[src/rtl/twisted_ring_ctr.sv]
// twisted_ring_ctr
//   Parametrised shift-register phase counter used as a glitch-free phase and
//   sequence generator for clock-enable and strobe distribution.
//   MODE 0 = Johnson (2*WIDTH phases), MODE 1 = one-hot ring (WIDTH phases).
//   The counter alongside the shift register tracks the binary phase index, so
//   downstream logic can decode the phase without looking at the raw pattern.
//
//   Optional feature macro: TRC_SELF_CORRECT_EN
//     When defined, a registered checker flags any ctr value that differs from
//     the encoding of the tracked phase. The following cycle forces the
//     counter back to phase 0. When undefined, illegal is tied low and the
//     checker is not built.
//
// Ports
//   clk         in   1      clock, rising edge
//   rst         in   1      synchronous reset, active-high
//   en          in   1      advance one phase this cycle
//   dir         in   1      0 = up, 1 = down (used only when en = 1)
//   load        in   1      load load_phase this cycle (beats en)
//   load_phase  in   PW     phase index to load, legal range 0..NST-1
//   ctr         out  WIDTH  shift-register state
//   phase       out  PW     binary phase index of ctr
//   wrap        out  1      1-cycle pulse after a step across the NST-1 / 0 boundary
//   load_err    out  1      1-cycle pulse after a load with load_phase >= NST
//   illegal     out  1      ctr is not a valid encoding (self-correct build only)

module twisted_ring_ctr #(
    parameter int  WIDTH = 4,
    parameter int  MODE  = 0,
    localparam int NST   = (MODE == 1) ? WIDTH : 2 * WIDTH,
    localparam int PW    = $clog2(NST)
) (
    input  logic             clk,
    input  logic             rst,
    input  logic             en,
    input  logic             dir,
    input  logic             load,
    input  logic [PW-1:0]    load_phase,
    output logic [WIDTH-1:0] ctr,
    output logic [PW-1:0]    phase,
    output logic             wrap,
    output logic             load_err,
    output logic             illegal
);

    localparam logic [PW-1:0]    PH_LAST  = PW'(NST - 1);
    localparam logic [PW:0]      NST_EXT  = (PW + 1)'(NST);
    localparam logic [WIDTH-1:0] CTR_ZERO = (MODE == 1) ? WIDTH'(1) : WIDTH'(0);

    // Pattern for a phase index. Johnson phase p fills ones in from the MSB
    // for the first WIDTH steps, then fills zeros in from the MSB.
    function automatic logic [WIDTH-1:0] encode(input logic [PW-1:0] p);
        logic [WIDTH-1:0] v;
        int               pi;
        v  = '0;
        pi = int'(p);
        for (int i = 0; i < WIDTH; i++) begin
            if (MODE == 1)
                v[i] = (pi == i);
            else if (pi <= WIDTH)
                v[i] = (i >= WIDTH - pi);
            else
                v[i] = (i < 2 * WIDTH - pi);
        end
        return v;
    endfunction

    logic [WIDTH-1:0] shift_up;
    logic [WIDTH-1:0] shift_dn;
    logic [WIDTH-1:0] ctr_nxt;
    logic [PW-1:0]    phase_nxt;
    logic             wrap_nxt;
    logic             load_err_nxt;
    logic             load_ok;
    logic             fix;

    always_comb begin
        if (MODE == 1) begin
            shift_up = {ctr[WIDTH-2:0], ctr[WIDTH-1]};
            shift_dn = {ctr[0], ctr[WIDTH-1:1]};
        end else begin
            shift_up = {~ctr[0], ctr[WIDTH-1:1]};
            shift_dn = {ctr[WIDTH-2:0], ~ctr[WIDTH-1]};
        end
    end

    // Only reachable when NST is not a power of two; otherwise folds to 1.
    assign load_ok = ({1'b0, load_phase} < NST_EXT);

`ifdef TRC_SELF_CORRECT_EN
    logic illegal_q;
    logic illegal_nxt;

    assign fix     = illegal_q;
    assign illegal = illegal_q;

    // Held low during the repair cycle so the flag is a single pulse even
    // though ctr still shows the bad pattern on that cycle.
    always_comb begin
        illegal_nxt = 1'b0;
        if (!fix)
            illegal_nxt = (ctr != encode(phase));
    end

    always_ff @(posedge clk) begin
        if (rst)
            illegal_q <= 1'b0;
        else
            illegal_q <= illegal_nxt;
    end
`else
    assign fix     = 1'b0;
    assign illegal = 1'b0;
`endif

    always_comb begin
        ctr_nxt      = ctr;
        phase_nxt    = phase;
        wrap_nxt     = 1'b0;
        load_err_nxt = 1'b0;
        if (fix) begin
            ctr_nxt   = CTR_ZERO;
            phase_nxt = '0;
        end else if (load) begin
            if (load_ok) begin
                ctr_nxt   = encode(load_phase);
                phase_nxt = load_phase;
            end else begin
                load_err_nxt = 1'b1;
            end
        end else if (en) begin
            if (!dir) begin
                ctr_nxt = shift_up;
                if (phase == PH_LAST) begin
                    phase_nxt = '0;
                    wrap_nxt  = 1'b1;
                end else begin
                    phase_nxt = phase + PW'(1);
                end
            end else begin
                ctr_nxt = shift_dn;
                if (phase == '0) begin
                    phase_nxt = PH_LAST;
                    wrap_nxt  = 1'b1;
                end else begin
                    phase_nxt = phase - PW'(1);
                end
            end
        end
    end

    always_ff @(posedge clk) begin
        if (rst) begin
            ctr      <= CTR_ZERO;
            phase    <= '0;
            wrap     <= 1'b0;
            load_err <= 1'b0;
        end else begin
            ctr      <= ctr_nxt;
            phase    <= phase_nxt;
            wrap     <= wrap_nxt;
            load_err <= load_err_nxt;
        end
    end

endmodule

[config.mk]
export PLATFORM = sky130hd
export DESIGN_NAME = twisted_ring_ctr
export DESIGN_NICKNAME = d
export VERILOG_FILES = /design/src/rtl/twisted_ring_ctr.sv
export SDC_FILE = /design/constraint.sdc
export NUM_CORES = 1
export LEC_CHECK = 0
export BUFFER_PORTS_ARGS = -buffer_cell sky130_fd_sc_hd__buf_2
export CORE_AREA = 2 2 43 45
export CTS_CLUSTER_SIZE = 24
export DETAILED_ROUTE_END_ITERATION = 10
export DIE_AREA = 0 0 45 47
export PLACE_DENSITY = 0.79
export SLEW_MARGIN = 30
export SYNTH_ARGS = -nofsm -noshare
export SYNTH_HDL_FRONTEND = slang
export SYNTH_SLANG_ARGS = --single-unit
[constraint.sdc]
create_clock -name clk -period 1.5 [get_ports clk]
set_clock_uncertainty 0.15 [all_clocks]
set_input_delay 0.075 -clock clk [delete_from_list [all_inputs] [get_ports clk]]
set_output_delay 0.075 -clock clk [all_outputs]
set_load 0.02 [all_outputs]
==> parameters.txt <==
Parameter                              Value

Route
  WL/cell    between 10 and 15 um
  Antenna violation net count after detailed routing    0
  Vias    667
  Post-Route WL    1.47 mm
  Detailed router's first-iteration violation count    20
  Number of vias per cell    roughly 5.4
  Number of remaining DRC errors    0
  Router iterations before antenna repair    4

Floorplanning
  Die X    ~45 um
  Die outline height    roughly 47 um
  Die footprint    about 2100 um2
  Starting density of the core    between 40% and 50%
  Placeable core region    1650 um2
  Total I/O pin count    18
  Placement Rows    15

Cells and area
  Number of filler cells placed in the layout    ~160
  Number of nets in the layout    between 100 and 150
  Final design instance area without fill    approximately 890 um2
  Share of post-route cells with drive strength above 1    36.8%
  Post-Route Utilization    around 54%
  Layout-stage area growth over the synthesis result    26.4%
  Number of antenna repair diodes    0
  Commonest non-fill, non-tap cells in the layout    sky130_fd_sc_hd__buf_2, sky130_fd_sc_hd__buf_4, sky130_fd_sc_hd__ha_1, sky130_fd_sc_hd__nor2_1, sky130_fd_sc_hd__nor3_1
  Most frequent standard cell in the layout excluding fill and tap cells    sky130_fd_sc_hd__buf_2

Clock tree
  TritonCTS clock tree    done
  Clock-pin slew on the worst setup and hold paths    about 60 ps
  H-tree lvl count    1
  Clock Latency Late Sink    260 ps
  Clock Sink Count    8
  Total CTS buffers    3
  Clock root cell    sky130_fd_sc_hd__clkbuf_4
  Number of buffers between clock root and the deepest sink    2

Worst hold path
  Worst Hold Path Cells    3
  Hold WC Path Type    primary input to register

Outcome
  Result of the run    completed

Setup path
  Endpoint type of the worst setup path    register
  WS Path Type    register to register
  Critical-path maximum fanout    5
  Arrival time of the worst setup path    approximately 1400 ps
  Required time at the worst-slack endpoint    approximately 1500 ps
  CP startpoint kind    register
  Path depth of the worst reg2reg path    6

Timing
  Final-report setup violation count    0
  Clock period minus worst slack    1410 ps
  Post-route fraction of the period consumed by the critical path    a little over nine tenths
  Setup repair after global routing missed its margin    true
  Smallest hold slack    approximately 23 ps
  Slew Viols, Final    0
  Final hold violation count    0
  Highest Clock Rate    between 0.7 and 0.8 GHz

Global route
  Number of antenna violations at the first check in global routing    0
  Gr usage total    between 10% and 20%
  Wire length of the first global-routing pass    roughly 2.4 mm
  Largest net degree at the start of global routing    15
  Total overflow reported by the global router    0
  Vias in the first global route    approximately 600

Job
  Number of max-capacitance violations reported    0

Placed design
  Buffers on Ports    15
  Instance area at placement    between 800 and 900 um2
  Final weighted congestion in routability-driven placement    0.803
  Detailed-placement wirelength estimate    about 1.2 mm

Logic synthesis
  Sequential area share after synthesis    around 23%
  Post-Syn Area per Cell    approximately 8.5 um2
  Post-synth design cell area    about 710 um2
  Number of standard cells after synthesis    83
  Count of unique library cells instantiated by Yosys    34
  Register bit count reported by yosys    8
  Number of warnings issued by yosys    0

Power
  Pwr dens    approximately 740 nW/um2
  Pleak    between 0.0004 and 0.0005 uW
  Max rail drop VDD    roughly 0.27 mV
[logic make-up after synthesis]
group / share of synthesized area (%)
muxes: 4.26
AOI/OAI and AO/OA: 25.5
buffers and inverters: 9.93
DFF: 22.7
xor gates and xnor gates: 1.24
adders and majority gates: 16.0
and+or+nand+nor: 19.9
other: 0.531
[cell type report]
class / instances / area, um2 / share of cell area, %
Clock buffer: 3 / 22.5 / 2.52
Tap cell: 17 / 21.3 / 2.38
Sequential cell: 8 / 165 / 18.5
Inverter: 6 / 22.5 / 2.52
Multi-Input combinational cell: 64 / 508 / 56.9
Timing Repair Buffer: 25 / 153 / 17.1
[synthesized netlist by cell type]
cell type | number | share of area [%]
sky130_fd_sc_hd__o21ai_2 | 1 | 1.2
sky130_fd_sc_hd__o21ai_0 | 1 | 0.71
sky130_fd_sc_hd__a2111oi_1 | 2 | 2.8
sky130_fd_sc_hd__dfxtp_1 | 8 | 23
sky130_fd_sc_hd__nor4b_1 | 1 | 1.2
sky130_fd_sc_hd__nand3_1 | 1 | 0.71
sky130_fd_sc_hd__nand3b_1 | 1 | 1.1
sky130_fd_sc_hd__mux2i_1 | 3 | 4.3
sky130_fd_sc_hd__a22o_2 | 1 | 1.4
sky130_fd_sc_hd__a21oi_1 | 5 | 3.5
sky130_fd_sc_hd__o22ai_1 | 1 | 0.89
sky130_fd_sc_hd__a211oi_1 | 4 | 4.3
sky130_fd_sc_hd__a2111oi_4 | 1 | 3.9
sky130_fd_sc_hd__conb_1 | 1 | 0.53
sky130_fd_sc_hd__buf_6 | 2 | 3.2
sky130_fd_sc_hd__nor2_1 | 7 | 3.7
sky130_fd_sc_hd__and2b_1 | 1 | 1.1
sky130_fd_sc_hd__nand2_1 | 4 | 2.1
sky130_fd_sc_hd__o31ai_1 | 1 | 1.1
sky130_fd_sc_hd__o211ai_1 | 1 | 1.1
sky130_fd_sc_hd__xnor2_1 | 1 | 1.2
sky130_fd_sc_hd__nand2b_1 | 3 | 2.7
sky130_fd_sc_hd__a211o_1 | 2 | 2.5
sky130_fd_sc_hd__a31oi_1 | 1 | 0.89
sky130_fd_sc_hd__buf_4 | 2 | 2.1
sky130_fd_sc_hd__nor3_1 | 7 | 5.0
sky130_fd_sc_hd__buf_2 | 1 | 0.71
sky130_fd_sc_hd__ha_1 | 9 | 16
sky130_fd_sc_hd__nor3_2 | 1 | 1.4
sky130_fd_sc_hd__inv_1 | 5 | 2.7
sky130_fd_sc_hd__inv_2 | 1 | 0.53
sky130_fd_sc_hd__or2_2 | 1 | 0.89
sky130_fd_sc_hd__clkbuf_2 | 1 | 0.71
sky130_fd_sc_hd__a221oi_1 | 1 | 1.2
[registers in the layout (all words and copies together) (netlist names)]
name / cells
ctr: 4
phase: 3
wrap: 1
[report_power, final]
part	total [uW]	switching (uW)	leakage (uW)	internal [uW]
Sequential	248	17.2	0.0000673	231
Combinational	240	133	0.000328	108
Clock	174	82.0	0.0000138	92.2
Total	663	232	0.000409	431
[path summary, 6_finish.rpt]
kind,slack (ps),end,from
worst max-delay path,90,phase[1],phase[0]
worst min-delay path,20,phase[0],en
worst max register to register,90,phase[1],phase[0]
worst min register to register,450,phase[0],phase[0]
[repair_timing]
item / in CTS / in global routing
hold buffers: 1 / 0
hold endpoints to repair: 6 / 0
setup endpoints to repair: 0 / 2
resized for setup: 0 / 4
setup buffers: 0 / 0
[routing by layer]
layer  GRT usage (%)  vias up  wire (um)
li1                -      345          -
met1            18.7      300        609
met2            28.9       18        735
met3            2.31        4         91
met4            12.4        0         32
met5               0        -          0
[critical path: stages (launching register included)]
cell	delay [ps]
sky130_fd_sc_hd__dfxtp_4	360
sky130_fd_sc_hd__inv_1	60
sky130_fd_sc_hd__ha_1	300
sky130_fd_sc_hd__xnor2_1	180
sky130_fd_sc_hd__a211oi_2	90
sky130_fd_sc_hd__a21oi_1	120
sky130_fd_sc_hd__nor2_1	50
[stage by stage]
stage               TNS (ps)  cells  worst slack (ps)  power (uW)
detailed placement      -227    119              -127         487
CTS                        0    123              29.5         663
finish                     0    123              94.0         663
floorplan                  0     84              52.9         418
global placement       -63.4    119             -40.1         480
global route           -2.31    123             -2.31         703
No activity file was read; power rests on OpenSTA's default activity.
